`config.mk`:
```
export PLATFORM = sky130hd
export DESIGN_NAME = jk_bank_arbiter_flat
export DESIGN_NICKNAME = d
export VERILOG_FILES = /design/src/rtl/jk_bank_arbiter_if.sv /design/src/rtl/jk_bank_arbiter.sv /design/src/flat_wrapper.sv
export SDC_FILE = /design/constraint.sdc
export NUM_CORES = 1
export LEC_CHECK = 0
export CAP_MARGIN = 25
export CORE_MARGIN = 4
export CORE_UTILIZATION = 25
export DETAILED_ROUTE_END_ITERATION = 6
export SKIP_CTS_REPAIR_TIMING = 1
export SLEW_MARGIN = 20
export SYNTH_ARGS = -nofsm -noshare
export SYNTH_HDL_FRONTEND = slang
export SYNTH_SLANG_ARGS = --single-unit
```
`constraint.sdc`:
```
create_clock -name CLK -period 3.3 [get_ports CLK]
set_input_delay 0.825 -clock CLK [delete_from_list [all_inputs] [get_ports CLK]]
set_output_delay 0.825 -clock CLK [all_outputs]
set_load 0.01 [all_outputs]
```
`src/rtl/jk_bank_arbiter_if.sv`:
```
// Requester, grant and JK-bank signal bundle for jk_bank_arbiter.
// The master side is the client/bank environment; the slave side is the arbiter.
interface jk_bank_arbiter_if #(
  parameter int unsigned NREQ  = 4,
  parameter int unsigned NBITS = 8,
  parameter int unsigned IDXW  = 3
);
  logic [NREQ-1:0]      req;
  logic [NREQ-1:0]      req_j;
  logic [NREQ-1:0]      req_k;
  logic [NREQ*IDXW-1:0] req_idx;
  logic [NREQ-1:0]      gnt;
  logic [NBITS-1:0]     j_out;
  logic [NBITS-1:0]     k_out;
  logic [NBITS-1:0]     q_in;
  logic                 done;
  logic [IDXW-1:0]      done_id;
  logic                 rd_q;
  logic                 err;

  modport master (
    output req, req_j, req_k, req_idx, q_in,
    input  gnt, j_out, k_out, done, done_id, rd_q, err
  );

  modport slave (
    input  req, req_j, req_k, req_idx, q_in,
    output gnt, j_out, k_out, done, done_id, rd_q, err
  );
endinterface

```
`src/rtl/jk_bank_arbiter.sv`:
```
// Round-robin arbiter that shares a JK flip-flop bank: one J/K pulse per grant, then Q read-back.
// Define JK_ARB_PRIO0_EN to give requester 0 absolute priority over the round robin.
module jk_bank_arbiter #(
  parameter int unsigned NREQ  = 4,
  parameter int unsigned NBITS = 8,
  parameter int unsigned IDXW  = 3
) (
  input  logic              CLK,
  input  logic              RST_n,
  jk_bank_arbiter_if.slave  bus
);

  localparam int unsigned PW = (NREQ > 1) ? $clog2(NREQ) : 1;

  typedef enum logic [1:0] {IDLE, APPLY, SETTLE} state_t;

  state_t           state, state_d;
  logic [PW-1:0]    ptr, ptr_d;
  logic [PW-1:0]    sel, sel_d;
  logic [IDXW-1:0]  idx, idx_d;
  logic             oor, oor_d;

  logic [NREQ-1:0]  gnt_q, gnt_d;
  logic [NBITS-1:0] j_q, j_d;
  logic [NBITS-1:0] k_q, k_d;
  logic             done_q, done_d;
  logic [IDXW-1:0]  done_id_q, done_id_d;
  logic             rd_q_q, rd_q_d;
  logic             err_q, err_d;

  logic             found;
  logic [PW-1:0]    win;
  int unsigned      cand;
  logic [IDXW-1:0]  widx;
  logic             wj, wk, wbad;

  // Winner search: first asserted request starting at the pointer, wrapping to 0
  always_comb begin
    found = 1'b0;
    win   = '0;
    cand  = 0;
`ifdef JK_ARB_PRIO0_EN
    if (bus.req[0]) begin
      found = 1'b1;
    end else
`endif
    begin
      for (int unsigned i = 0; i < NREQ; i++) begin
        cand = (32'(ptr) + i) % NREQ;
        if (!found && bus.req[cand]) begin
          found = 1'b1;
          win   = PW'(cand);
        end
      end
    end
  end

  assign widx = bus.req_idx[32'(win)*IDXW +: IDXW];
  assign wj   = bus.req_j[win];
  assign wk   = bus.req_k[win];
  assign wbad = !(32'(widx) < NBITS);

  // Next-state and next-output logic
  always_comb begin
    state_d   = state;
    ptr_d     = ptr;
    sel_d     = sel;
    idx_d     = idx;
    oor_d     = oor;
    gnt_d     = '0;
    j_d       = '0;
    k_d       = '0;
    done_d    = 1'b0;
    err_d     = 1'b0;
    done_id_d = done_id_q;
    rd_q_d    = rd_q_q;

    case (state)
      IDLE: begin
        if (found) begin
          sel_d      = win;
          idx_d      = widx;
          oor_d      = wbad;
          gnt_d[win] = 1'b1;
          for (int unsigned b = 0; b < NBITS; b++) begin
            j_d[b] = wj && !wbad && (32'(widx) == b);
            k_d[b] = wk && !wbad && (32'(widx) == b);
          end
          state_d = APPLY;
        end
      end
      APPLY: begin
        state_d = SETTLE;
      end
      SETTLE: begin
        done_d    = 1'b1;
        done_id_d = IDXW'(sel);
        err_d     = oor;
        rd_q_d    = 1'b0;
        for (int unsigned b = 0; b < NBITS; b++) begin
          if (!oor && (32'(idx) == b)) rd_q_d = bus.q_in[b];
        end
        ptr_d = (32'(sel) == NREQ - 1) ? '0 : PW'(32'(sel) + 1);
`ifdef JK_ARB_PRIO0_EN
        if (sel == '0) ptr_d = ptr;
`endif
        state_d = IDLE;
      end
      default: begin
        state_d = IDLE;
      end
    endcase
  end

  // State and output registers; async clear drops J/K to the bank immediately
  always_ff @(posedge CLK or negedge RST_n) begin
    if (!RST_n) begin
      state     <= IDLE;
      ptr       <= '0;
      sel       <= '0;
      idx       <= '0;
      oor       <= 1'b0;
      gnt_q     <= '0;
      j_q       <= '0;
      k_q       <= '0;
      done_q    <= 1'b0;
      done_id_q <= '0;
      rd_q_q    <= 1'b0;
      err_q     <= 1'b0;
    end else begin
      state     <= state_d;
      ptr       <= ptr_d;
      sel       <= sel_d;
      idx       <= idx_d;
      oor       <= oor_d;
      gnt_q     <= gnt_d;
      j_q       <= j_d;
      k_q       <= k_d;
      done_q    <= done_d;
      done_id_q <= done_id_d;
      rd_q_q    <= rd_q_d;
      err_q     <= err_d;
    end
  end

  assign bus.gnt     = gnt_q;
  assign bus.j_out   = j_q;
  assign bus.k_out   = k_q;
  assign bus.done    = done_q;
  assign bus.done_id = done_id_q;
  assign bus.rd_q    = rd_q_q;
  assign bus.err     = err_q;

endmodule

```
`src/flat_wrapper.sv`:
```
// flat-port wrapper written by rule: the top's interface ports become plain ports
module jk_bank_arbiter_flat 
#(
  parameter int unsigned NREQ  = 4,
  parameter int unsigned NBITS = 8,
  parameter int unsigned IDXW  = 3
)
  (CLK, RST_n, bus_req, bus_req_j, bus_req_k, bus_req_idx, bus_q_in, bus_gnt, bus_j_out, bus_k_out, bus_done, bus_done_id, bus_rd_q, bus_err);
  jk_bank_arbiter_if #(.NREQ(NREQ), .NBITS(NBITS), .IDXW(IDXW)) bus_i ();
  input  logic CLK;
  input  logic RST_n;
  input wire logic [$bits(bus_i.req)-1:0] bus_req;
  input wire logic [$bits(bus_i.req_j)-1:0] bus_req_j;
  input wire logic [$bits(bus_i.req_k)-1:0] bus_req_k;
  input wire logic [$bits(bus_i.req_idx)-1:0] bus_req_idx;
  input wire logic [$bits(bus_i.q_in)-1:0] bus_q_in;
  output wire logic [$bits(bus_i.gnt)-1:0] bus_gnt;
  output wire logic [$bits(bus_i.j_out)-1:0] bus_j_out;
  output wire logic [$bits(bus_i.k_out)-1:0] bus_k_out;
  output wire logic [$bits(bus_i.done)-1:0] bus_done;
  output wire logic [$bits(bus_i.done_id)-1:0] bus_done_id;
  output wire logic [$bits(bus_i.rd_q)-1:0] bus_rd_q;
  output wire logic [$bits(bus_i.err)-1:0] bus_err;
  assign bus_i.req = bus_req;
  assign bus_i.req_j = bus_req_j;
  assign bus_i.req_k = bus_req_k;
  assign bus_i.req_idx = bus_req_idx;
  assign bus_i.q_in = bus_q_in;
  assign bus_gnt = bus_i.gnt;
  assign bus_j_out = bus_i.j_out;
  assign bus_k_out = bus_i.k_out;
  assign bus_done = bus_i.done;
  assign bus_done_id = bus_i.done_id;
  assign bus_rd_q = bus_i.rd_q;
  assign bus_err = bus_i.err;
  jk_bank_arbiter #(.NREQ(NREQ), .NBITS(NBITS), .IDXW(IDXW)) u_core (.CLK(CLK), .RST_n(RST_n), .bus(bus_i));
endmodule
```
==> flow_metrics.py, run 1 <==
metrics = {
    "synthesis": {
        "most_used_dff_post_synth": "dfrtp_1",
        "asyncSetResetFlopFracSynth": 1.000,
        "synthesized_area_um2": 1572,
        "netlist.top_cell.by_area": "dfrtp_1",
        "synth-edff-count": 0,
        "synthTopCellsByArea": "dfrtp_1, mux2i_1, mux2_2",
        "yosysWarningCount": 0,
        "synth_sequential_area_ratio": 0.5255,
        "syn-mean-instance-area_um2": 11.23,
        "synthCells": 140,
        "ys_types": 43,
        "synth_top_area_share": 0.5255,
        "synth_seq_cells": 33,
    },
    "finish": {
        "total_area_of_multi_input_combinational_cells_um2": 714.4,
        "syn_to_layout_area_delta_pct": 46.97,
        "nets": 237,
        "antennaDiodeCount": 0,
        "final-seq-area_um2": 825.8,
        "layout-drive-gt1-share": 0.1379,
        "final.fill_count": 622,
    },
    "global_routing": {
        "grt_usage": 0.1049,
        "vias_in_the_first_global_route": 1236,
        "grt_overflow_total": 0,
        "grt_first_pass_wirelength_mm": 6.113,
        "antenna_found_initial": 0,
        "grt_start_max_net_pins": 34,
    },
    "routing": {
        "drt-pass1-iter-count": 4,
        "dr.first_iter.drc_count": 75,
        "drc": 0,
        "post_drt_via_cell_ratio": 4.590,
        "route.final.wire_length_mm": 3.839,
        "routed_wire_length_per_instance_um": 13.81,
        "routed-via-count": 1276,
        "ant_nets_after_route": 0,
    },
    "power_and_ir_drop": {
        "internal_power_mw": 1.059,
        "power.switching_mw": 0.6538,
        "leakage_nw": 0.9720,
        "power.share.switching": 0.3818,
        "cellPowerDensity_nw_per_um2": 741.5,
        "relative_contribution_of_combinational_cells_to_total_power": 0.467,
        "p_seq_frac": 0.362,
        "vdd_ir_drop_max_v": 0.0002504,
        "clk_network_pwr_share": 0.171,
    },
    "sta": {
        "fmax_mhz": 372.1,
        "setup_repair_after_global_routing_missed_its_margin": "no",
        "timing.final.crit_share": 0.8143,
        "count_of_endpoints_failing_setup_in_the_final_report": 0,
        "finalMaxSlewViolations": 0,
        "min_period_ns": 2.687,
        "final-hold-violation-count": 0,
        "setup-tns-final_ns": 0,
        "worst_clock_skew_ns": 0.006961,
        "final.setup.worst_slack_ns": 0.6128,
    },
    "clock_network": {
        "cts_made_buffers": 5,
        "cts_tree": "done",
        "clk-insertion-delay-late_ns": 0.28,
        "cts-htree-levels": 2,
        "clock-sinks": 33,
        "clock_path_buffers": 2,
        "clk_transition_reported_paths_ns": 0.07,
        "clockRootBuffer": "clkbuf_8",
    },
    "worst_setup_path": {
        "timing.critical_path.slowest_stage_cell": "clkdlybuf4s50_1",
        "worst-path-max-fanout": 11,
        "path_cells": "clkdlybuf4s50_1 > nor2_1 > a211o_1 > or3_1 > a21oi_2 > o221ai_1 > nor3_1",
        "cp_slowest_stage_delay_ns": 0.55,
        "crit_path_start_kind": "input pin",
        "cp_data_required_time_ns": 3.50,
        "cp.arrival_ns": 2.89,
        "capturing_element_type_of_the_critical_path": "register",
        "criticalPathCategory": "input pin to register",
    },
    "floorplanning": {
        "design.core.area_um2": 6026,
        "num_io_pins": 60,
        "dieHeight_um": 87.29,
        "die-width_um": 87.29,
        "placementRows": 28,
        "initial_core_util": 0.2608,
        "die_area_um2": 7619,
    },
    "place": {
        "detailed_place_hpwl_mm": 3.051,
        "routabilityCongestion": 0.8336,
        "numPortBuffers": 57,
        "place_ws_ns": 0.2853,
    },
    "status": {
        "outcome": "finished, final reports clean",
    },
    "job": {
        "max-cap-violations": 0,
    },
    "worst_hold_path": {
        "worst_hold_path_type": "register to register",
    },
}
## final timing paths
path                                 startpoint                   to  slack, ns  depth (start not counted)
worst min-delay path            u_core.state[1]      u_core.state[1]       0.49                          1
max in group asynchronous                 RST_n  u_core.bus.j_out[3]       2.06                          2
worst max-delay path                 bus_req[1]  u_core.bus.k_out[3]       0.61                          7
worst max register to register    u_core.ptr[1]  u_core.bus.j_out[6]       1.24                          6
min in group asynchronous                 RST_n    u_core.bus.gnt[0]       0.94                          2
worst min register to register  u_core.state[1]      u_core.state[1]       0.49                          1
## worst max-delay path: cells and delay by family
family / cells / cell delay (ns)
simple gates: 3 / 0.72
compound gates: 3 / 0.80
buf+inv: 1 / 0.55
## sequential cells by signal, summed over array words and instances, names as in the netlist
| name | flops |
|---|---|
| u_core.bus.j_out | 8 |
| u_core.bus.k_out | 8 |
| u_core.bus.gnt | 4 |
| u_core.idx | 3 |
| u_core.bus.done_id | 2 |
| u_core.ptr | 2 |
| u_core.sel | 2 |
| u_core.state | 2 |
| u_core.bus.done | 1 |
| u_core.bus.rd_q | 1 |
## placed cells by master, fill, tap and decap left out, drive strengths merged, types with 2 or more instances in the layout
master	netlist	layout
a21oi	5	5
mux4	2	2
nor4	9	9
mux2i	8	8
clkdlybuf4s50	0	57
o21ai	8	8
nand2b	3	3
clkinv	0	2
nand3	4	4
nor2	9	9
conb	1	2
inv	3	3
nor3	9	9
clkbuf	1	5
dfrtp	33	33
and2	2	2
nand2	13	13
or3	3	3
a22oi	2	2
a211oi	2	2
mux2	6	6
## per-stage QoR
step / hold WS [ns] / utilization / std cells / area, µm² / power (mW)
after global placement: 0.4681 / 0.3690 / 270 / 2223 / 1.426
after detailed placement: 0.4755 / 0.3690 / 270 / 2223 / 1.437
after floorplan: 0.4395 / - / 141 / 1575 / 1.132
final: 0.4861 / 0.3833 / 278 / 2310 / 1.713
after global routing: 0.5232 / 0.3833 / 278 / 2310 / 1.851
after CTS: 0.4867 / 0.3833 / 278 / 2310 / 1.736
## power by group through the flow
stage                     clock (mW)  sequential, mW  combinational (mW)
after floorplan                    0           0.639               0.493
after global placement             0           0.628               0.798
after detailed placement           0           0.628               0.809
after CTS                      0.305           0.621               0.810
after global routing           0.328           0.638               0.885
final                          0.293           0.620               0.800
## area by class of cell
| type | instances | area share |
|---|---|---|
| Tap cell | 75 | 0.04063 |
| Multi-Input combinational cell | 101 | 0.3093 |
| Inverter | 3 | 0.004875 |
| Timing Repair Buffer | 58 | 0.2503 |
| Clock buffer | 5 | 0.02979 |
| Clock inverter | 3 | 0.007584 |
| Sequential cell | 33 | 0.3575 |
## synthesized netlist by cell type (2+ instances only)
library cell	n
nor4_1	9
and2_1	2
nor2_1	8
buf_4	2
a21oi_1	4
nand2_1	12
or3_1	3
nand2b_1	3
mux2i_2	2
dfrtp_1	33
mux2_2	5
inv_1	2
mux4_2	2
nand3_1	4
mux2i_1	6
o21ai_1	3
a22oi_1	2
nor3_1	9
o21ai_0	5
## cells by family after synthesis
family                     count (synthesis)  share of synthesized area
and+or+nand+nor                           55                     0.1839
DFF                                       33                     0.5255
muxes                                     16                     0.1298
adders and majority gates                  1                   0.007961
buffers and inverters                      7                    0.02228
other                                      1                   0.002386
AOI/OAI and AO/OA                         27                     0.1282
## metal layers
metal,vias up,part of all wire,global-route usage
li1,641,-,-
met1,578,0.49,0.1443
met2,51,0.41,0.1486
met3,6,0.082,0.02933
met4,0,0.022,0.05439
met5,-,0,0
Note: power is estimated with default switching activity, not from simulation.
==> run 2: changes to the inputs <==
- clock period: 3.3 -> 2.8 ns (I/O delays scaled with it)
==> run 2 against run 1 <==
Sequential cell count unchanged. Critical path depth unchanged. Worst hold slack got worse by 0.0059 ns. Sequential share of layout area shrank 0.46 points. Setup slack lost 0.35 ns. Global-route usage about the same. Power increased by 19%. Core utilization grew 0.50 points. Largest power group unchanged. Highest routed layer unchanged.
==> flow_metrics.py, run 2 (same netlist as run 1, synthesis figures left out) <==
metrics = {
    "status": {
        "outcome": "finished, final reports clean",
    },
    "clock_network": {
        "clock-sinks": 33,
        "cts_made_buffers": 5,
        "clk_transition_reported_paths_ns": 0.06,
        "clk-insertion-delay-late_ns": 0.27,
        "cts_tree": "done",
        "clockRootBuffer": "clkbuf_8",
        "cts-htree-levels": 2,
        "clock_path_buffers": 2,
    },
    "finish": {
        "layout-drive-gt1-share": 0.1456,
        "final_common_cell": "clkdlybuf4s50_1",
        "nets": 241,
        "syn_to_layout_area_delta_pct": 48.89,
        "mostFrequentLayoutCells": "clkdlybuf4s50_1, dfrtp_1, nand2_1",
        "antennaDiodeCount": 0,
        "final_util": 0.3883,
    },
    "worst_setup_path": {
        "crit_path_start_kind": "input pin",
        "worst_r2r_startpoint": "u_core.ptr[0]",
        "cp.arrival_ns": 2.68,
        "path_cells": "clkdlybuf4s50_1 > mux2i_1 > a2bb2oi_2 > nand2_4 > mux2i_1 > mux2_2 > nor4_1",
        "critical_path.n_buffers_inverters": 1,
        "capturing_element_type_of_the_critical_path": "register",
        "r2r_setup_slack_ns": 0.72,
        "library_cell_appearing_most_often_on_the_critical_path": "mux2i_1",
        "timing.reg2reg.worst_path_depth": 5,
        "timing.critical_path.slowest_stage_cell": "clkdlybuf4s50_1",
        "worst_path_dominant_cell_family": "multiplexers",
        "cp-startpoint": "bus_req[3]",
        "cp_slowest_stage_delay_ns": 0.54,
        "cp_data_required_time_ns": 2.94,
        "worst-path-max-fanout": 9,
        "worst_r2r_dst": "u_core.bus.j_out[6]",
        "criticalPathCategory": "input pin to register",
    },
    "routing": {
        "post_drt_via_cell_ratio": 4.598,
        "routed-via-count": 1292,
        "drt-pass1-iter-count": 4,
        "dr.first_iter.drc_count": 45,
        "ant_nets_after_route": 0,
        "drc": 0,
        "route.final.wire_length_mm": 3.754,
        "routed_wire_length_per_instance_um": 13.36,
    },
    "floorplanning": {
        "initial_core_util": 0.2608,
        "die_area_um2": 7619,
        "die-width_um": 87.29,
        "placementRows": 28,
        "design.core.area_um2": 6026,
        "num_io_pins": 60,
        "dieHeight_um": 87.29,
    },
    "sta": {
        "finalMaxSlewViolations": 0,
        "final-hold-violation-count": 0,
        "final.setup.worst_slack_ns": 0.2610,
        "timing.final.crit_share": 0.9068,
        "min_period_ns": 2.539,
        "count_of_endpoints_failing_setup_in_the_final_report": 0,
        "worst_clock_skew_ns": 0.003142,
        "fmax_mhz": 393.8,
        "setup_repair_after_global_routing_missed_its_margin": "no",
        "final.hold.worst_slack_ns": 0.4802,
    },
    "worst_hold_path": {
        "min_to": "u_core.bus.rd_q",
        "worst_hold_path_type": "register to register",
        "min_path_cells": 2,
        "holdCritStartpoint": "u_core.bus.rd_q",
    },
    "place": {
        "place_ws_ns": -0.01542,
        "numPortBuffers": 57,
        "routabilityCongestion": 0.7813,
        "detailed_place_hpwl_mm": 3.119,
    },
    "global_routing": {
        "grt_overflow_total": 0,
        "antenna_found_initial": 0,
        "vias_in_the_first_global_route": 1342,
        "grt_usage": 0.1045,
        "grt_start_max_net_pins": 34,
        "grt_first_pass_wirelength_mm": 6.244,
    },
    "power_and_ir_drop": {
        "cellPowerDensity_nw_per_um2": 870.0,
        "vdd_ir_drop_max_v": 0.0003286,
        "leakage_nw": 0.9911,
    },
    "job": {
        "max-cap-violations": 0,
    },
}
-- run 2: cell type report --
| cell class | instances | area, µm² |
|---|---|---|
| sequential | 33 | 825.8 |
| fill | 624 | 3686 |
| multi-input combinational | 101 | 714.4 |
| inverter | 3 | 11.26 |
| timing repair buffer | 62 | 608.1 |
| clock buffer | 7 | 86.33 |
| tap | 75 | 93.84 |
-- run 2: how the worst max path moves through the flow --
stage / endpoint / slack (ns) / cells after the start
finish: u_core.bus.j_out[6] / 0.26 / 7
detailed placement: u_core.bus.j_out[6] / -0.02 / 7
CTS: u_core.bus.j_out[6] / 0.26 / 7
global placement: u_core.bus.j_out[6] / -0.002 / 7
floorplan: u_core.bus.k_out[0] / 0.72 / 8
global route: u_core.bus.j_out[6] / 0.09 / 7
-- run 2: worst register-to-register path, stage by stage, from the launching register on --
cell	delay (ns)
dfrtp_1	0.47
nor3b_1	0.27
a211oi_2	0.12
nor2_4	0.26
mux2_2	0.46
nor4_1	0.37
-- run 2: per-stage QoR --
step,power (mW),instance area (µm²),setup TNS (ns),std cells
after CTS,2.063,2340,0,281
after global placement,1.701,2253,-0.001903,274
final,2.036,2340,0,281
after floorplan,1.334,1575,0,141
after global routing,2.194,2340,0,281
after detailed placement,1.715,2253,-0.01542,274
-- run 2: report_power, final --
part	total (mW)	internal [mW]	switching [mW]	leakage, nW
Sequential	0.726	0.622	0.104	0.437
Combinational	0.969	0.477	0.491	0.510
Clock	0.341	0.195	0.146	0.0443
-- run 2: layer usage --
metal,wire (µm),vias to the layer above,GRT usage
met5,0,-,0
met4,59,0,0.04324
met3,353,4,0.02744
met2,1584,54,0.1548
met1,1756,592,0.1437
li1,-,642,-
==> run 3: changes to the inputs <==
- SKIP_LAST_GASP: not set -> 1
==> results of run 3 <==
Final layout, timing and power as in run 2 (identical DEF).
